`config.mk`:
```
export PLATFORM = sky130hd
export DESIGN_NAME = prog_rom_loader
export DESIGN_NICKNAME = d
export VERILOG_FILES = /design/src/rtl/prog_rom_loader.sv
export SDC_FILE = /design/constraint.sdc
export NUM_CORES = 1
export LEC_CHECK = 0
export ABC_AREA = 0
export BUFFER_PORTS_ARGS = -buffer_cell sky130_fd_sc_hd__clkbuf_2
export CAP_MARGIN = 40
export CORE_ASPECT_RATIO = 0.8
export CORE_MARGIN = 1
export CORE_UTILIZATION = 50
export DETAILED_ROUTE_END_ITERATION = 10
export PLACE_DENSITY = 0.75
export SYNTH_ARGS = -nofsm -noshare
export SYNTH_HDL_FRONTEND = slang
export SYNTH_SLANG_ARGS = --single-unit
```
`constraint.sdc`:
```
create_clock -name clk -period 2 [get_ports clk]
set_input_delay 0.3 -clock clk [delete_from_list [all_inputs] [get_ports clk]]
set_output_delay 0.3 -clock clk [all_outputs]
set_load 0.05 [all_outputs]
```
`src/rtl/prog_rom_loader.sv`:
```
// Program memory and byte-wide loader for the TD4 core.
// Holds 16 instruction words, fills them over a valid/ready port and gates core execution.
module prog_rom_loader #(
   parameter int unsigned ADDR_W = 4,
   parameter int unsigned DATA_W = 8
) (
   input  logic                clk,
   input  logic                rst,
   input  logic                load_start,
   input  logic                run_req,
   input  logic                load_valid,
   input  logic [DATA_W-1:0]   load_data,
   output logic                load_ready,
   output logic [ADDR_W:0]     load_count,
   output logic [DATA_W-1:0]   checksum,
   output logic                load_done,
   input  logic [ADDR_W-1:0]   pc_addr,
   output logic [DATA_W-1:0]   instr,
   output logic                cpu_run
);

   localparam int unsigned DEPTH = 1 << ADDR_W;
   localparam int unsigned CNT_W = ADDR_W + 1;
   localparam logic [ADDR_W-1:0] LAST_ADDR = ADDR_W'(DEPTH - 1);

   typedef enum logic [1:0] {
      S_IDLE = 2'd0,
      S_LOAD = 2'd1,
      S_RUN  = 2'd2
   } state_t;

   state_t              state;
   state_t              state_nx;
   logic [DATA_W-1:0]   mem [DEPTH];
   logic [ADDR_W-1:0]   ptr;
   logic [ADDR_W-1:0]   ptr_nx;
   logic [CNT_W-1:0]    count_nx;
   logic [DATA_W-1:0]   sum_nx;
   logic                ready_nx;
   logic                run_nx;
   logic                done_nx;
   logic                wr_en;

   // A restart in the same cycle as a transfer discards the byte.
   assign wr_en = (state == S_LOAD) && load_valid && load_ready && !load_start;

   always_ff @(posedge clk) begin
      if (!rst) begin
         state <= S_IDLE;
      end else begin
         state <= state_nx;
      end
   end

   always_comb begin
      state_nx = state;
      case (state)
         S_IDLE: begin
            if (load_start) begin
               state_nx = S_LOAD;
            end else if (run_req) begin
               state_nx = S_RUN;
            end
         end
         S_LOAD: begin
            if (wr_en && (ptr == LAST_ADDR)) begin
               state_nx = S_RUN;
            end
         end
         S_RUN: begin
            if (load_start) begin
               state_nx = S_LOAD;
            end
         end
         default: state_nx = S_IDLE;
      endcase
   end

   // Next values for the registered outputs and the load bookkeeping.
   always_comb begin
      ready_nx = (state_nx == S_LOAD);
      run_nx   = (state_nx == S_RUN);
      done_nx  = wr_en && (ptr == LAST_ADDR);
      ptr_nx   = ptr;
      count_nx = load_count;
      sum_nx   = checksum;
      if (load_start) begin
         ptr_nx   = '0;
         count_nx = '0;
         sum_nx   = '0;
      end else if (wr_en) begin
         ptr_nx   = ptr + ADDR_W'(1);
         count_nx = load_count + CNT_W'(1);
         sum_nx   = checksum + load_data;
      end
   end

   always_ff @(posedge clk) begin
      if (!rst) begin
         ptr        <= '0;
         load_count <= '0;
         checksum   <= '0;
         load_ready <= 1'b0;
         cpu_run    <= 1'b0;
         load_done  <= 1'b0;
      end else begin
         ptr        <= ptr_nx;
         load_count <= count_nx;
         checksum   <= sum_nx;
         load_ready <= ready_nx;
         cpu_run    <= run_nx;
         load_done  <= done_nx;
      end
   end

   always_ff @(posedge clk) begin
      if (!rst) begin
         for (int i = 0; i < int'(DEPTH); i++) begin
            mem[i] <= '0;
         end
      end else if (wr_en) begin
         mem[ptr] <= load_data;
      end
   end

   // Zero-latency fetch; the core only sees real words while released.
   assign instr = (state == S_RUN) ? mem[pc_addr] : '0;

endmodule

```
==> impl_results.md, run 1 <==
- ANT cells: 0
- Number of synthesized flops with an enable pin: 128
- Layout overhead on the synthesized area: 19.9%
- Final period utilization: 1.21
- Combinational share of power: 0.074
- Io pins: 41
- Slack of the critical path: -426 ps
- RSZ-0062 raised after global routing: true
- Congestion Overflow GR: 0
- Crit end category: output pin
- DRT Pass-1 Iters: 5
- Routability cong.: about 0.84
- CP delay by family, top: multiplexers
- Remaining antenna violation count after routing: 0
- Tmin final: roughly 2400 ps
- Cts bufs inserted: 17
- Core Box Area: 0.0137 mm2
- Main synth FF type: edfxtp_1
- Syn. warnings: 0
- Worst-path clk slew: ~60 ps
- Worst Path Arrival: approximately 2100 ps
- Top cells by area, synth: edfxtp_1, and2_1, mux4_1, dfxtp_1, mux4_2
- Synthesized area: between 0.007 and 0.008 mm2
- Largest net degree at the start of global routing: 23
- Fmax: around 410 MHz
- Seq/Total Area, Yosys: 0.599
- CP Max Fanout: 1
- Most numerous cell in the Yosys netlist: edfxtp_1
- Initial core utilization: 0.521
- First DRT Iteration DRCs: about 390
- Post-DR wirelength/cell: 21.4 um
- CTS Root Buffer Type: clkbuf_16
- Number of I/O port buffers: 40
- Crit path buf inv count: 1
- Via density: 5.66
- Switching Fraction: 0.220
- Ys async rst share: 0
- Leak Pwr: between 3 and 4 nW
- Initial antenna violation count: 0
- Syn_nets: ~530
- Area share of the largest cell type after synthesis: 0.537
- DRC Markers: 0
- Die H: about 110 um
- Slew @ Worst Pin: 528 ps
- Clock Sinks: 150
- Worst hold path type: input pin to flip-flop
- Final Cell Area: 0.00858 mm2
- Clock Skews: ~9.1 ps
- Vias after detailed routing: around 4400
- HPWL after DPL: between 10000 and 15000 um
- CP max stage delay: around 500 ps
- GRT Overall Usage: 0.245
- Final Util: 0.624
- Setup CP Type: flip-flop to output pin
- Sequential power share: 0.497
- Slew HR: 0.648
- Startpoint Class: flip-flop
- Die Wd: 136 um
- Final Hold Viols: 0
- Placed Area: approximately 0.0079 mm2
- Cell row count: 38
- Final-stage net count: roughly 600
- Cell Chain, Critical Path: mux4_2, mux4_2, nor2b_4, buf_8
- First-pass GRT wire length: between 20000 and 30000 um
- Failing checks: negative setup slack
- Worst path most repeated cell: mux4_2
- Full die area: between 0.01 and 0.015 mm2
- Syn avg cell area: ~14 um2
- Slew Limit Fails: 0
- Max Root-Sink Buffers: 2
- Hold Buf Count CTS: 0
- VDD IR max: about 0.00063 V
- Count of endpoints failing setup in the final report: 8
- PD cells: about 830 mW/mm2
- NetSw: between 0.0015 and 0.002 W
- Synth area leader: edfxtp_1
- Vias in the first global route: about 4400
- Insertion delay to the later sink of the worst-skew pair: approximately 410 ps
- Synth cell types: a little over 40
- DRT Wirelength: about 17000 um
- Internal cell power: 0.00558 W
- Clock network power share: 0.429
- Most instantiated cells after synthesis: edfxtp_1, and2_1, mux4_1
- Max-Cap Viols: 0
- Run status: finished, violations left
- Crit path required time: approximately 1700 ps
- CTS H-tree lvls: 4
- Final Total Pwr: between 0.007 and 0.008 W
- Worst path slowest cell: mux4_2
- Seq cells post-synth: 150
- Post-synthesis cell count: about 500
- CTS tree: built
- Fraction of layout cells with a size suffix above 1: 0.318
metal layers:
metal  vias up  global-route usage  part of all wire
li1       2015                   -                 -
met1      2238               0.322              0.44
met2       135               0.409              0.50
met5         -                   0                 0
met3        13              0.0586             0.046
met4         0              0.0626             0.012
final cells by class:
class                   count  area, um2
fillers                   983       5160
flip-flops and latches    150       4290
multi-input cells         316       2730
repair buffers             94        748
clock buffers              18        429
well taps                 180        225
clock inverters            13        133
inverters                   6       22.5
power groups by stage:
| stage | Clock [W] | Combinational (W) | Sequential, W |
|---|---|---|---|
| final | 0.00307 | 0.000531 | 0.00355 |
| after global placement | 0 | 0.000503 | 0.00362 |
| after detailed placement | 0 | 0.000518 | 0.00362 |
| after global routing | 0.00323 | 0.000566 | 0.00356 |
| after CTS | 0.00310 | 0.000530 | 0.00356 |
| after floorplan | 0 | 0.000330 | 0.00360 |
cell families after synthesis:
family,share of synthesized area
mux,0.138
flops,0.599
compound gates,0.0351
fa+ha+maj,0.0238
simple gates,0.169
xor+xnor,0.0110
buf+inv,0.0240
path summary, 6_finish.rpt:
path                     from          end  slack [ps]  cells past startpoint
setup / recovery   mem[10][1]     instr[1]        -430                      4
hold / removal        run_req      cpu_run         310                      4
setup reg to reg     state[0]    mem[2][6]         120                      7
hold reg to reg   checksum[3]  checksum[3]         470                      2
flip-flops by register name (all words and copies together) (netlist names):
| name | cells |
|---|---|
| load_ready | 1 |
| cpu_run | 1 |
| load_done | 1 |
| state | 2 |
| load_count | 5 |
| mem | 128 |
| ptr | 4 |
| checksum | 8 |
what timing repair did:
| action | in CTS | in global routing |
|---|---|---|
| hold endpoints to repair | 0 | 0 |
| resized for setup | 16 | 12 |
| setup endpoints to repair | 8 | 17 |
| setup buffers | 0 | 0 |
placed cells by master, fill, tap and decap left out, types with 10 or more instances in the layout:
master and count:
a21oi_1 10, clkbuf_16 17, o21ai_2 10, edfxtp_1 128, nor3_1 18, mux4_2 38, ha_1 12, and2_1 113
clkbuf_2 32, nor2_1 21, nand2_1 19, buf_4 49, dfxtp_1 19
worst register-to-register path, stage by stage, from the launching register on:
cell and delay, ps:
dfxtp_1 390, nand4b_1 160, nor2_1 230, buf_4 170, nand2_1 60, nor3_1 240, nand2b_1 150, buf_4 180
stage by stage:
step           TNS (ps)  instances  worst slack, ps  hold WS (ps)
2_1_floorplan         0        502             5.78           482
3_3_place_gp      -2760        746             -363           451
3_5_place_dp      -2970        746             -394           468
4_1_cts           -3480        777             -463           291
5_1_grt           -3530        777             -459           325
6_report          -3090        777             -426           307
(Power assumes the default switching activity.)
==> run 2: changes to the inputs <==
--- a/config.mk
+++ b/config.mk
@@ -13,6 +13,7 @@
 export CORE_UTILIZATION = 50
 export DETAILED_ROUTE_END_ITERATION = 10
 export PLACE_DENSITY = 0.75
+export RECOVER_POWER = 50
 export SYNTH_ARGS = -nofsm -noshare
 export SYNTH_HDL_FRONTEND = slang
 export SYNTH_SLANG_ARGS = --single-unit
==> constraint.sdc (replaced) <==
create_clock -name clk -period 2.1 [get_ports clk]
set_input_delay 0.315 -clock clk [delete_from_list [all_inputs] [get_ports clk]]
set_output_delay 0.315 -clock clk [all_outputs]
set_load 0.05 [all_outputs]
==> run 2 against run 1 <==
The run still ends with negative setup slack left. Clock skew grew 3.8 ps. Power shrank 6.2%. Worst hold slack gained 14 ps. Sequential share of layout area grew 0.95 points. Utilization shrank 1.2 points. First-iteration DRC count grew 38%. Worst setup slack gained 47 ps. Combinational power shrank 6.4%. Largest cell class unchanged.
==> impl_results.md, run 2 (same netlist as run 1, synthesis figures left out) <==
- Run status: finished, violations left (unchanged)
- Failing checks: negative setup slack (unchanged)
- First DRT Iteration DRCs: 534 (was 388)
- Fillers: 1041 (was 983)
- Sequential power share: 0.505 (was 0.497)
- Reg area: 0.00429 mm2 (about the same)
- DRT Wirelength: 18800 um (was 16600 um)
- Fmax: between 400 and 500 MHz
- Placed Area: 0.00790 mm2 (was 0.00793 mm2)
- Via density: 6.10 (was 5.66)
- RSZ-0062 raised after global routing: true (unchanged)
- HPWL after DPL: 12700 um (was 11900 um)
- Vias after detailed routing: 4725 (was 4401)
- Congestion Overflow GR: 0 (unchanged)
- CTS Root Buffer Type: clkbuf_16 (unchanged)
- Clock network power share: 0.420 (was 0.429)
- Core Box Area: 0.0137 mm2 (unchanged)
- Max Root-Sink Buffers: 2 (unchanged)
- Max-Cap Viols: 0 (unchanged)
- Die Wd: 136 um (unchanged)
- CTS tree: built (unchanged)
- Slew HR: 0.451 (was 0.648)
- Slew @ Worst Pin: 823 ps (was 528 ps)
- Metal3 WL: 2030 um (was 763 um)
- Routability cong.: 0.871 (was 0.837)
- VDD IR max: 0.000541 V (was 0.000632 V)
- Switching Fraction: 0.240 (was 0.220)
- Combinational share of power: 0.074 (about the same)
- Count of endpoints failing setup in the final report: 16 (was 8)
- Slew Limit Fails: 0 (unchanged)
- Top sig layer: met4 (unchanged)
- NetSw: 0.00161 W (was 0.00157 W)
- Io pins: 41 (unchanged)
- CP delay by family, top: multiplexers (unchanged)
- Cell Chain, Critical Path: mux4_2, mux4_2, nor2b_4, buf_8 (unchanged)
- Die H: 109 um (unchanged)
- Final Util: 0.612 (was 0.624)
- Met2 wire length: 8850 um (was 8380 um)
- Tmin final: ~2500 ps
- Most frequent cells in the layout: edfxtp_1, and2_1, buf_4 (unchanged)
- Largest net degree at the start of global routing: 26 (was 23)
- Final-stage net count: 611 (was 615)
- Layout overhead on the synthesized area: 17.6% (was 19.9%)
- DRC Markers: 0 (unchanged)
- Post-DR wirelength/cell: 24.3 um (was 21.4 um)
- Worst hold path type: input pin to flip-flop (unchanged)
- Post-Layout Cell Count: 774 (was 777)
- ANT cells: 0 (unchanged)
- Pre-CTS WS: -369 ps (was -394 ps)
- Multi-input gate area: 0.00272 mm2 (was 0.00273 mm2)
- First-pass GRT wire length: 28400 um (was 25600 um)
- Insertion delay to the later sink of the worst-skew pair: 430 ps (was 410 ps)
- Crit path buf inv count: 1 (unchanged)
- Full die area: 0.0148 mm2 (unchanged)
- Vias in the first global route: 4641 (was 4421)
- Number of I/O port buffers: 40 (unchanged)
- Final Hold Viols: 0 (unchanged)
- CTS H-tree lvls: 4 (unchanged)
- Worst Path Arrival: 2160 ps (was 2130 ps)
- Final period utilization: 1.18
- Crit path required time: 1780 ps (was 1700 ps)
- Cell row count: 38 (unchanged)
- Clock Sinks: 150 (unchanged)
- DRT Pass-1 Iters: 5 (unchanged)
- Worst path slowest cell: mux4_2 (unchanged)
- Cts bufs inserted: 17 (unchanged)
- Wire length on met1: 7350 um (was 7310 um)
- Worst-path clk slew: 70 ps (was 60 ps)
- Most flop-heavy register: mem (unchanged)
- CP max stage delay: 510 ps (was 500 ps)
- PD cells: 798 mW/mm2 (was 834 mW/mm2)
- Slack of the critical path: -379 ps (was -426 ps)
- Setup CP Type: flip-flop to output pin (unchanged)
- Initial core utilization: 0.521 (unchanged)
- Fraction of layout cells with a size suffix above 1: 0.234 (was 0.318)
- CP Max Fanout: 1 (unchanged)
- Startpoint Class: flip-flop (unchanged)
- Final Cell Area: 0.00841 mm2 (was 0.00858 mm2)
- Crit end category: output pin (unchanged)
- Internal cell power: 0.00510 W (was 0.00558 W)
- Initial antenna violation count: 0 (unchanged)
- Remaining antenna violation count after routing: 0 (unchanged)
- Clock Skews: 12.9 ps (was 9.12 ps)
- Post-Place Cells: 742 (was 746)
- Worst path most repeated cell: mux4_2 (unchanged)
- Top flop regs: mem (128), checksum (8), load_count (5) (unchanged)
- GRT Overall Usage: 0.276 (was 0.245)
- Commonest non-fill, non-tap cell in the layout: edfxtp_1 (unchanged)
- Leak Pwr: 3.03 nW (was 3.14 nW)
- Setup_tns: -3020 ps (was -3090 ps)
- Max FFs per register: 128 (unchanged)
-- run 2: changes by cell type in the layout (fill, tap and decap cells not counted), sizes merged --
| cell | change |
|---|---|
| clkinvlp | +1 |
| inv | +5 |
| buf | -15 |
| clkinv | -3 |
| clkbuf | +11 |
| bufinv | -2 |
-- run 2: area by class of cell --
type,instances,area share
Sequential cell,150,0.509
Multi-Input combinational cell,316,0.323
Timing Repair Buffer,90,0.0736
Clock buffer,18,0.0510
Tap cell,180,0.0268
Clock inverter,14,0.0138
Inverter,6,0.00268
-- run 2: worst min-delay path: stages --
cell and delay [ps]:
clkbuf_2 80, nor2_1 80, nor3_1 60, o21a_1 160
-- run 2: final timing paths --
| path | slack, ps | start | end | cells after the start |
|---|---|---|---|---|
| max | -380 | mem[7][1] | instr[1] | 4 |
| min | 320 | run_req | state[1] | 4 |
| max reg2reg | -50 | state[1] | mem[3][1] | 6 |
| min reg2reg | 480 | checksum[3] | checksum[3] | 2 |
-- run 2: power groups by stage --
stage	Sequential (W)	Clock [W]	Combinational [W]
floorplan	0.00343	0	0.000298
global placement	0.00345	0	0.000460
detailed placement	0.00345	0	0.000480
CTS	0.00339	0.00286	0.000495
global route	0.00340	0.00297	0.000524
finish	0.00339	0.00282	0.000497
-- run 2: metrics by stage --
step | total power, W | hold WS [ps]
6_report | 0.00671 | 321
5_1_grt | 0.00689 | 341
4_1_cts | 0.00675 | 308
3_5_place_dp | 0.00393 | 467
3_3_place_gp | 0.00391 | 460
2_1_floorplan | 0.00372 | 482
-- run 2: what timing repair did --
item / 4_1_cts / 5_1_grt
resized for setup: 26 / 14
endpoints found under the setup margin: 8 / 39
hold buffers: 0 / 0
setup buffers: 0 / 0
-- run 2: layer usage --
layer | up-vias | track usage
met2 | 298 | 0.439
li1 | 2032 | -
met3 | 51 | 0.0665
met1 | 2344 | 0.368
met4 | 0 | 0.107
met5 | - | 0
